--- config.mk ---
export PLATFORM = sky130hd
export DESIGN_NAME = fetch_queue_stage
export DESIGN_NICKNAME = d
export VERILOG_FILES = /design/src/rtl/fetch_queue_stage_pkg.sv /design/src/rtl/fetch_queue_stage_fifo.sv /design/src/rtl/fetch_queue_stage.sv
export SDC_FILE = /design/constraint.sdc
export NUM_CORES = 1
export LEC_CHECK = 0
export CORE_MARGIN = 2
export CORE_UTILIZATION = 55
export CTS_BUF_LIST = sky130_fd_sc_hd__clkbuf_4 sky130_fd_sc_hd__clkbuf_8
export CTS_CLUSTER_DIAMETER = 120
export DETAILED_ROUTE_END_ITERATION = 12
export HOLD_SLACK_MARGIN = 0.03
export MAX_ROUTING_LAYER = met4
export PLACE_DENSITY = 0.8
export SLEW_MARGIN = 15
export SYNTH_ARGS = -nofsm -noshare
export SYNTH_HDL_FRONTEND = slang
export SYNTH_HIERARCHICAL = 1
export SYNTH_SLANG_ARGS = --single-unit
--- constraint.sdc ---
create_clock -name clk -period 4.6 [get_ports clk]
set_clock_uncertainty 0.05 [all_clocks]
set_input_delay 0.92 -clock clk [delete_from_list [all_inputs] [get_ports clk]]
set_output_delay 0.92 -clock clk [all_outputs]
set_load 0.005 [all_outputs]
--- src/rtl/fetch_queue_stage_pkg.sv ---
// Shared types and constants for the fetch queue stage: word size, reset/exception
// vectors, the queued fetch entry and the RUN/HALT state encoding.
package fetch_queue_stage_pkg;

  localparam int               FQ_WORD_SIZE    = 32;
  localparam logic [31:0]      FQ_PC_INITIAL   = 32'h0000_1000;
  localparam logic [31:0]      FQ_PC_EXCEPTION = 32'h0000_2000;

  typedef struct packed {
    logic [FQ_WORD_SIZE-1:0] pc;
    logic [FQ_WORD_SIZE-1:0] instr;
    logic                    exc;
  } fetch_entry_t;

  typedef enum logic {
    ST_RUN  = 1'b0,
    ST_HALT = 1'b1
  } fetch_state_e;

endpackage

--- src/rtl/fetch_queue_stage_fifo.sv ---
// DEPTH-entry synchronous FIFO of fetch entries with flush, push, pop and occupancy count.
// A push into a full FIFO is accepted only when a pop frees a slot in the same cycle.
module fetch_fifo
  import fetch_queue_stage_pkg::*;
#(
  parameter  int DEPTH = 4,
  localparam int PTR_W = $clog2(DEPTH),
  localparam int CNT_W = PTR_W + 1
) (
  input  logic             clk,
  input  logic             rst_n,
  input  logic             flush,
  input  logic             push,
  input  fetch_entry_t     push_data,
  input  logic             pop,
  output fetch_entry_t     head,
  output logic [CNT_W-1:0] count
);

  fetch_entry_t     mem_q [DEPTH];
  logic [PTR_W-1:0] wr_ptr_q, wr_ptr_d;
  logic [PTR_W-1:0] rd_ptr_q, rd_ptr_d;
  logic [CNT_W-1:0] count_q, count_d;
  logic             do_push, do_pop;

  assign do_pop  = pop && (count_q != '0);
  assign do_push = push && ((count_q != CNT_W'(DEPTH)) || do_pop);

  // NOTE: every always_comb output gets a default first, so no path can infer a latch.
  always_comb begin
    wr_ptr_d = wr_ptr_q;
    rd_ptr_d = rd_ptr_q;
    count_d  = count_q;
    if (flush) begin
      wr_ptr_d = '0;
      rd_ptr_d = '0;
      count_d  = '0;
    end else begin
      if (do_push) wr_ptr_d = wr_ptr_q + PTR_W'(1);
      if (do_pop)  rd_ptr_d = rd_ptr_q + PTR_W'(1);
      count_d = count_q + CNT_W'(do_push) - CNT_W'(do_pop);
    end
  end

  // NOTE: sequential state uses non-blocking assignments so all flops update together.
  always_ff @(posedge clk or negedge rst_n) begin
    if (!rst_n) begin
      wr_ptr_q <= '0;
      rd_ptr_q <= '0;
      count_q  <= '0;
    end else begin
      wr_ptr_q <= wr_ptr_d;
      rd_ptr_q <= rd_ptr_d;
      count_q  <= count_d;
    end
  end

  // NOTE: the storage array has no reset; count_q alone says which slots hold data.
  always_ff @(posedge clk) begin
    if (do_push && !flush) mem_q[wr_ptr_q] <= push_data;
  end

  assign head  = mem_q[rd_ptr_q];
  assign count = count_q;

endmodule

--- src/rtl/fetch_queue_stage.sv ---
// Pipelined fetch stage: sequential PC generation, credit-limited requests to the
// iTLB/iCache front, epoch-tagged squash on redirect, and a decoupling instruction queue.
module fetch_queue_stage
  import fetch_queue_stage_pkg::*;
#(
  parameter int                   WORD_SIZE       = FQ_WORD_SIZE,
  parameter int                   DEPTH           = 4,
  parameter int                   MAX_OUTSTANDING = 2,
  parameter logic [WORD_SIZE-1:0] PC_INITIAL      = FQ_PC_INITIAL,
  parameter logic [WORD_SIZE-1:0] PC_EXCEPTION    = FQ_PC_EXCEPTION
) (
  input  logic                 clk,
  input  logic                 rst,
  input  logic                 exception_in,
  input  logic                 jump_taken,
  input  logic [WORD_SIZE-1:0] nextpc,
  output logic                 fetch_req,
  output logic [WORD_SIZE-1:0] fetch_req_addr,
  output logic                 fetch_req_epoch,
  input  logic                 fetch_ready,
  input  logic                 fetch_res,
  input  logic                 fetch_res_epoch,
  input  logic [WORD_SIZE-1:0] fetch_res_data,
  input  logic                 fetch_res_exc,
  output logic                 out_valid,
  input  logic                 out_ready,
  output logic [WORD_SIZE-1:0] pc_out,
  output logic [WORD_SIZE-1:0] instruction_out,
  output logic                 exception_out,
  output logic                 halted
);

  localparam int PTR_W = $clog2(DEPTH);
  localparam int CNT_W = PTR_W + 1;

  if (WORD_SIZE != FQ_WORD_SIZE) begin : g_bad_word_size
    $error("fetch_queue_stage: WORD_SIZE must equal the package entry width");
  end
  if ((DEPTH < 2) || ((DEPTH & (DEPTH - 1)) != 0)) begin : g_bad_depth
    $error("fetch_queue_stage: DEPTH must be a power of two, at least 2");
  end
  if ((MAX_OUTSTANDING < 1) || (MAX_OUTSTANDING > DEPTH)) begin : g_bad_max_out
    $error("fetch_queue_stage: MAX_OUTSTANDING must be in 1..DEPTH");
  end

  logic [WORD_SIZE-1:0] pc_q, pc_d;
  logic [WORD_SIZE-1:0] resp_pc_q, resp_pc_d;
  logic                 epoch_q, epoch_d;
  logic [CNT_W-1:0]     outstanding_q, outstanding_d;
  logic [CNT_W-1:0]     stale_q, stale_d;
  fetch_state_e         state_q, state_d;

  logic                 redirect;
  logic [WORD_SIZE-1:0] redirect_pc;
  logic [CNT_W:0]       in_use;
  logic                 handshake;
  logic                 res_accept;
  logic                 pop;
  logic [CNT_W-1:0]     fifo_count;
  fetch_entry_t         fifo_head;
  fetch_entry_t         push_entry;

  assign redirect    = exception_in | jump_taken;
  assign redirect_pc = exception_in ? PC_EXCEPTION : nextpc;

  // Credits: every in-flight request already owns a queue slot, so the queue never overflows.
  assign in_use = {1'b0, outstanding_q} + {1'b0, fifo_count};

  // Gated by reset so the request line is quiet while the stage is held in reset.
  assign fetch_req = rst
                  && (state_q == ST_RUN)
                  && (in_use < (CNT_W+1)'(DEPTH))
                  && (outstanding_q < CNT_W'(MAX_OUTSTANDING))
                  && (stale_q == '0)
                  && !redirect;

  assign handshake = fetch_req && fetch_ready;

  // Responses still owed to a squashed epoch are dropped by count, which also covers
  // the case where two redirects toggle the 1-bit epoch back to the old value.
  assign res_accept = fetch_res
                   && (fetch_res_epoch == epoch_q)
                   && (stale_q == '0)
                   && (state_q == ST_RUN)
                   && !redirect;

  always_comb begin
    pc_d          = pc_q;
    resp_pc_d     = resp_pc_q;
    epoch_d       = epoch_q;
    state_d       = state_q;
    outstanding_d = outstanding_q + CNT_W'(handshake) - CNT_W'(fetch_res);
    stale_d       = stale_q - CNT_W'(fetch_res && (stale_q != '0));
    if (redirect) begin
      pc_d      = redirect_pc;
      resp_pc_d = redirect_pc;
      epoch_d   = ~epoch_q;
      state_d   = ST_RUN;
      stale_d   = outstanding_q - CNT_W'(fetch_res);
    end else begin
      if (handshake) pc_d = pc_q + WORD_SIZE'(4);
      if (res_accept) begin
        resp_pc_d = resp_pc_q + WORD_SIZE'(4);
        if (fetch_res_exc) state_d = ST_HALT;
      end
    end
  end

  always_ff @(posedge clk or negedge rst) begin
    if (!rst) begin
      pc_q          <= PC_INITIAL;
      resp_pc_q     <= PC_INITIAL;
      epoch_q       <= 1'b0;
      outstanding_q <= '0;
      stale_q       <= '0;
      state_q       <= ST_RUN;
    end else begin
      pc_q          <= pc_d;
      resp_pc_q     <= resp_pc_d;
      epoch_q       <= epoch_d;
      outstanding_q <= outstanding_d;
      stale_q       <= stale_d;
      state_q       <= state_d;
    end
  end

  assign push_entry = '{pc: resp_pc_q, instr: fetch_res_data, exc: fetch_res_exc};
  assign pop        = out_valid && out_ready;

  fetch_fifo #(
    .DEPTH (DEPTH)
  ) u_fifo (
    .clk       (clk),
    .rst_n     (rst),
    .flush     (redirect),
    .push      (res_accept),
    .push_data (push_entry),
    .pop       (pop),
    .head      (fifo_head),
    .count     (fifo_count)
  );

  // Head fields are masked when empty so unwritten storage never reaches decode.
  assign out_valid       = (fifo_count != '0);
  assign pc_out          = out_valid ? fifo_head.pc    : '0;
  assign instruction_out = out_valid ? fifo_head.instr : '0;
  assign exception_out   = out_valid && fifo_head.exc;
  assign fetch_req_addr  = pc_q;
  assign fetch_req_epoch = epoch_q;
  assign halted          = (state_q == ST_HALT);

endmodule

### After elaboration in Yosys (flattened, before gate mapping)

Memories as Yosys holds them, arrays and structs flattened.
Cells that the tools add are included.

| cells by class | value |
|---|---|
| $add $sub $neg | 11 |
| order comparisons | 2 |
| eq/ne operators | 2 |
| mux-type cells | 18 |
| bitwise gates (word level) | 3 |
| reduce and logical (&&, ||, !) cells | 27 |

Operators with widths:

| cell | count |
|---|---|
| $mux W32 | 7 |
| $add A32 B3 Y32 const B | 2 |
| $logic_and A1 B1 Y1 | 16 |
| $sub A3 B1 Y3 | 4 |
| $reduce_bool A2 Y1 | 5 |
| $mux W2 | 4 |
| $add A3 B1 Y3 | 2 |
| $mux W3 | 2 |
| $reduce_bool A3 Y1 | 2 |
| $mux W1 | 5 |
| $add A2 B1 Y2 const B | 2 |
| $add A3 B3 Y4 | 1 |
| $lt A4 B3 Y1 const B | 1 |
| $logic_not A3 Y1 | 1 |
| $lt A3 B2 Y1 const B | 1 |
| $ne A3 B3 Y1 const B | 1 |
| $not A1 Y1 | 2 |
| $reduce_and A2 Y1 | 1 |
| $eq A1 B1 Y1 | 1 |
| $logic_not A1 Y1 | 1 |
| $logic_or A1 B1 Y1 | 1 |
| $or A1 B1 Y1 | 1 |

| storage, ports and cells | value |
|---|---|
| bits in registers | 79 |
| bits in writable memories | 260 |
| output and inout port bits | 101 |
| memories kept | 1 |

Memories:

| name | words | bits a word | read ports | clocked after Yosys merged registers in | wr ports | line | source |
|---|---|---|---|---|---|---|---|
| u_fifo.mem_q | 4 | 65 | 1 | 0 | 1 | fetch_queue_stage_fifo.sv:20 | `fetch_entry_t mem_q [DEPTH];` |

### Logic depth before layout (Yosys ltp)

| logic depth | value |
|---|---|
| depth in word-level cells | 9 |
| gate-level depth with buffers | 12 |

### Hierarchy

The synthesis kept the hierarchy.

Modules (own cells, without submodules):

| module | instances | cells each | area each (um^2) |
|---|---|---|---|
| fetch_fifo | 1 | 383 | 9,869.5 |
| fetch_queue_stage | 1 | 553 | 4,745.8 |

### Worst setup path before layout

Ideal clock, no wire load.

| path | value |
|---|---|
| path type | input -> register |
| start | in jump_taken |
| end | mem u_fifo/mem_q[1][0] (netlist bit), enable pin |
| library setup time | 430 ps |
| data arrival time | 3,719 ps |
| required time | 4,120 ps |
| setup slack | 401 ps |
| stages on the path | 7 |
| path buffers | 3 |
| path through | clkbuf_1 > nor2_1 > clkinv_1 > buf_6 > clkbuf_1 > nor3b_1 > and2_1 |

| on the way | value |
|---|---|
| cells in the longest elaborated chain, start to end | 7 |

RTL lines:

| what | line | source |
|---|---|---|
| from (decl) | fetch_queue_stage.sv:15 | `input logic jump_taken,` |
| $or A1 B1 Y1 * | fetch_queue_stage.sv:63 | `assign redirect = exception_in \| jump_taken;` |
| named net redirect | fetch_queue_stage.sv:53 | `logic redirect;` |
| $logic_not A1 Y1 * | fetch_queue_stage_fifo.sv:60, fetch_queue_stage.sv:85 |  |
| $logic_and A1 B1 Y1 | fetch_queue_stage.sv:85 | `&& !redirect;` |
| $logic_and A1 B1 Y1 | fetch_queue_stage_fifo.sv:27 | `assign do_push = push && ((count_q != CNT_W'(DEPTH)) \|\| do_pop);` |
| $logic_and A1 B1 Y1 * | fetch_queue_stage_fifo.sv:60 | `if (do_push && !flush) mem_q[wr_ptr_q] <= push_data;` |
| $mux W1 * | fetch_queue_stage_fifo.sv:60 |  |
| $mux W1 (implied by the code) * | fetch_queue_stage_fifo.sv:60 |  |
| to (decl) | fetch_queue_stage_fifo.sv:20 |  |

The timed path passes the listed nets; every way through them passes the cells marked *.

### Final worst setup path

| path | value |
|---|---|
| start | reg u_fifo.count_q[1] (netlist: u_fifo/count[1]) |
| end | out pc_out[29] |

| on the way | value |
|---|---|
| cells in the longest elaborated chain, start to end | 2 |

RTL lines:

| what | line | source |
|---|---|---|
| from (decl) | fetch_queue_stage_fifo.sv:23 | `logic [CNT_W-1:0] count_q, count_d;` |
| from (signal assigned) | fetch_queue_stage_fifo.sv:54 | `count_q <= count_d;` |
| $reduce_bool A3 Y1 | fetch_queue_stage.sv:144 | `assign out_valid = (fifo_count != '0);` |
| $mux W32 | fetch_queue_stage.sv:145 | `assign pc_out = out_valid ? fifo_head.pc : '0;` |
| to (decl) | fetch_queue_stage.sv:27 | `output logic [WORD_SIZE-1:0] pc_out,` |

Every way passes these cells.

==> out/qor.csv <==
stage,metric,value,unit
pwr,PwrDens,357,nW/um2
cts,CTS Buffer Depth,3,
logic_synthesis,YS warnings,6,
grt,grt ovf,0,
cts,post-CTS sizing,0,
floorplanning,Placement Rows,59,
floorplanning,starting density of the core,0.561,
detailed_routing,wire length per cell,20.4,um
logic_synthesis,Post-Synthesis Cells,936,
critical_path,CP endpoint kind,primary output,
logic_synthesis,"EDFF count, synth",260,
finish,share of layout cells above drive strength 1,0.168,
logic_synthesis,sequential share of the synthesized area,0.666,
detailed_routing,via count,8796,
timing,RSZ-0062 raised after global routing,false,
cts,CTS tree,built,
critical_path,startpoint types,register,
critical_path,R2R cell count,6,
cts,Root Driver,clkbuf_8,
grt,largest net degree at the start of global routing,78,
finish,Layout Nets,1224,
logic_synthesis,post-synthesis register bit count,337,
cts,clk slew on worst S/H paths,0.06,ns
logic_synthesis,syn_nets,1027,
detailed_routing,Via density,5.81,
timing,Tmin final,3.82,ns
cts,H-tree lvl count,2,
detailed_routing,Routed Antenna Nets,0,
run_status,run status,"complete, no violations",
detailed_routing,initial drt markers,802,
grt,number of global-route vias before repair,8911,
place,I/O Buffers,173,
finish,P&R area growth vs syn,21.3,%
floorplanning,area of the die,27900,um2
timing,Slew @ Worst Pin,1.04,ns
grt,GRT Util Overall,0.230,
timing,setup TNS,0,ns
floorplanning,core area,26100,um2
timing,Final Slew Violations,0,
cts,Num CTS Buffers,53,
critical_path,Worst Path Arrival,2.85,ns
logic_synthesis,mapped cell area,14600,um2
grt,initial antenna violation count,2,
timing,Max Fclk,262,MHz
floorplanning,die width,167,um
timing,Fin. Hold Viols,0,
timing,fin worst setup slack,0.778,ns
job,Max-Cap Viols,0,
place,DPL Wire Length,20300,um
critical_path,CP required,3.63,ns
place,post-place setup slack,0.790,ns
critical_path,Setup CP Type,reg -> out,
timing,Slew HR,0.304,
min_path,Worst Hold Depth,1,
critical_path,CP Max Fanout,67,
floorplanning,Die H,167,um
detailed_routing,Remaining DRCs,0,
detailed_routing,DR pass1 iterations,6,
place,gpl congestion,0.906,
pwr,Peak VDD IR,0.000211,V
logic_synthesis,asr flop ratio synth,0.228,
detailed_routing,Routed WL,30900,um
logic_synthesis,unique cell type count in the Yosys netlist,73,
logic_synthesis,Syn Area/Cell,15.6,um2
pwr,LEAKAGE,6.12,nW
timing,"Setup violations, final",0,
cts,CTS sink count,337,
cts,"Clk Latency, worst-skew pair",0.58,ns
cts,# Post-CTS Setup Buffers,0,
min_path,Hold Crit Class,reg -> reg,
timing,period utilisation layout,0.831,
floorplanning,I/O pin cnt,174,
cts,hold_buf cts,0,
logic_synthesis,Post-synth top flop,edfxtp_1,
grt,first-pass GRT wire length,48700,um
stage by stage:
step	hold WS (ns)	instance area (um2)	std cells	total power [mW]	utilization
floorplan	0.444	14600	936	3.71	-
global placement	0.456	16700	1413	3.92	0.640
detailed placement	0.459	16700	1413	3.93	0.640
global route	0.508	17700	1514	6.57	0.680
CTS	0.470	17700	1513	6.38	0.680
finish	0.463	17700	1514	6.33	0.680
final timing paths:
| check | slack (ns) | end | start |
|---|---|---|---|
| min in group asynchronous | 0.55 | fetch_req_addr[19] | rst |
| setup reg to reg | 1.19 | u_fifo/mem_q[1][5] | u_fifo/count[1] |
| hold / removal | 0.46 | fetch_req_epoch | fetch_req_epoch |
| max in group asynchronous | 3.21 | u_fifo/rd_ptr_q[0] | rst |
| setup / recovery | 0.78 | pc_out[29] | u_fifo/count[1] |
| hold reg to reg | 0.46 | fetch_req_epoch | fetch_req_epoch |
worst max-delay path, stage by stage (launching register included):
cell	delay [ns]
dfrtp_1	0.48
or3_2	0.95
and2_1	0.39
clkdlybuf4s50_1	0.45
metal layers:
| metal | vias up | part of all wire | track usage |
|---|---|---|---|
| met5 | - | 0 | - |
| met4 | 0 | 0.018 | 0.0588 |
| met3 | 50 | 0.073 | 0.0435 |
| met2 | 386 | 0.48 | 0.363 |
| met1 | 4348 | 0.43 | 0.313 |
| li1 | 4012 | - | - |
cell usage in the layout, fill, tap and decap left out, drive strengths merged, types with 16 or more instances in the layout:
cell / synthesis / layout
edfxtp: 260 / 260
clkdlybuf4s50: 0 / 172
dfrtp: 75 / 75
and2: 75 / 75
clkbuf: 28 / 70
mux4: 65 / 65
nand2: 54 / 54
a21oi: 41 / 41
o21ai: 34 / 34
nor2: 30 / 30
inv: 25 / 27
clkinv: 1 / 26
xnor2: 25 / 25
nand4: 21 / 21
nand3: 20 / 20
buf: 21 / 19
xor2: 16 / 16
ha: 16 / 16
synthesized netlist by cell type (6+ instances only):
| cell | count | area, um2 |
|---|---|---|
| mux2i_1 | 6 | 60.1 |
| nand2_1 | 54 | 203 |
| edfxtp_1 | 260 | 7810 |
| and4_1 | 10 | 87.6 |
| inv_1 | 25 | 93.8 |
| a21boi_0 | 9 | 67.6 |
| clkbuf_1 | 27 | 101 |
| nor2_1 | 30 | 113 |
| a21oi_1 | 41 | 205 |
| nor3_1 | 13 | 65.1 |
| mux4_2 | 65 | 1460 |
| dfrtp_1 | 75 | 1880 |
| xor2_1 | 16 | 140 |
| and2_1 | 74 | 463 |
| xnor2_1 | 25 | 219 |
| nand3_1 | 19 | 95.1 |
| ha_1 | 16 | 200 |
| buf_2 | 6 | 30.0 |
| nand4_1 | 20 | 125 |
| o31ai_1 | 9 | 67.6 |
| nor4_1 | 8 | 50.1 |
| o21ai_0 | 33 | 165 |
logic make-up after synthesis:
group	share of synthesized area
AOI/OAI and AO/OA	0.0572
xor gates and xnor gates	0.0246
DFF	0.666
and+or+nand+nor	0.103
muxes	0.105
adders and majority gates	0.0164
buffers and inverters	0.0277
cell type report:
type	count	area, um2
well taps	335	419
inverters	26	97.6
repair buffers	191	1930
multi-input cells	524	4480
fillers	1703	8330
flip-flops and latches	337	9740
diodes	1	2.50
clock buffers	70	882
clock inverters	30	175
where the power goes:
part / leakage (nW) / switching, mW / internal (mW)
combinational: 2.18 / 0.209 / 0.212
clock: 0.564 / 1.14 / 1.32
sequential: 3.37 / 0.0956 / 3.35
total: 6.12 / 1.44 / 4.89
state kept, by name, summed over array words and instances (netlist names):
name,cells
fetch_req_addr,31
fetch_req_epoch,1
halted,1
outstanding_q,3
resp_pc_q,31
stale_q,3
u_fifo/count,3
u_fifo/mem_q,260
u_fifo/rd_ptr_q,2
u_fifo/wr_ptr_q,2
No activity file was read; power rests on OpenSTA's default activity.
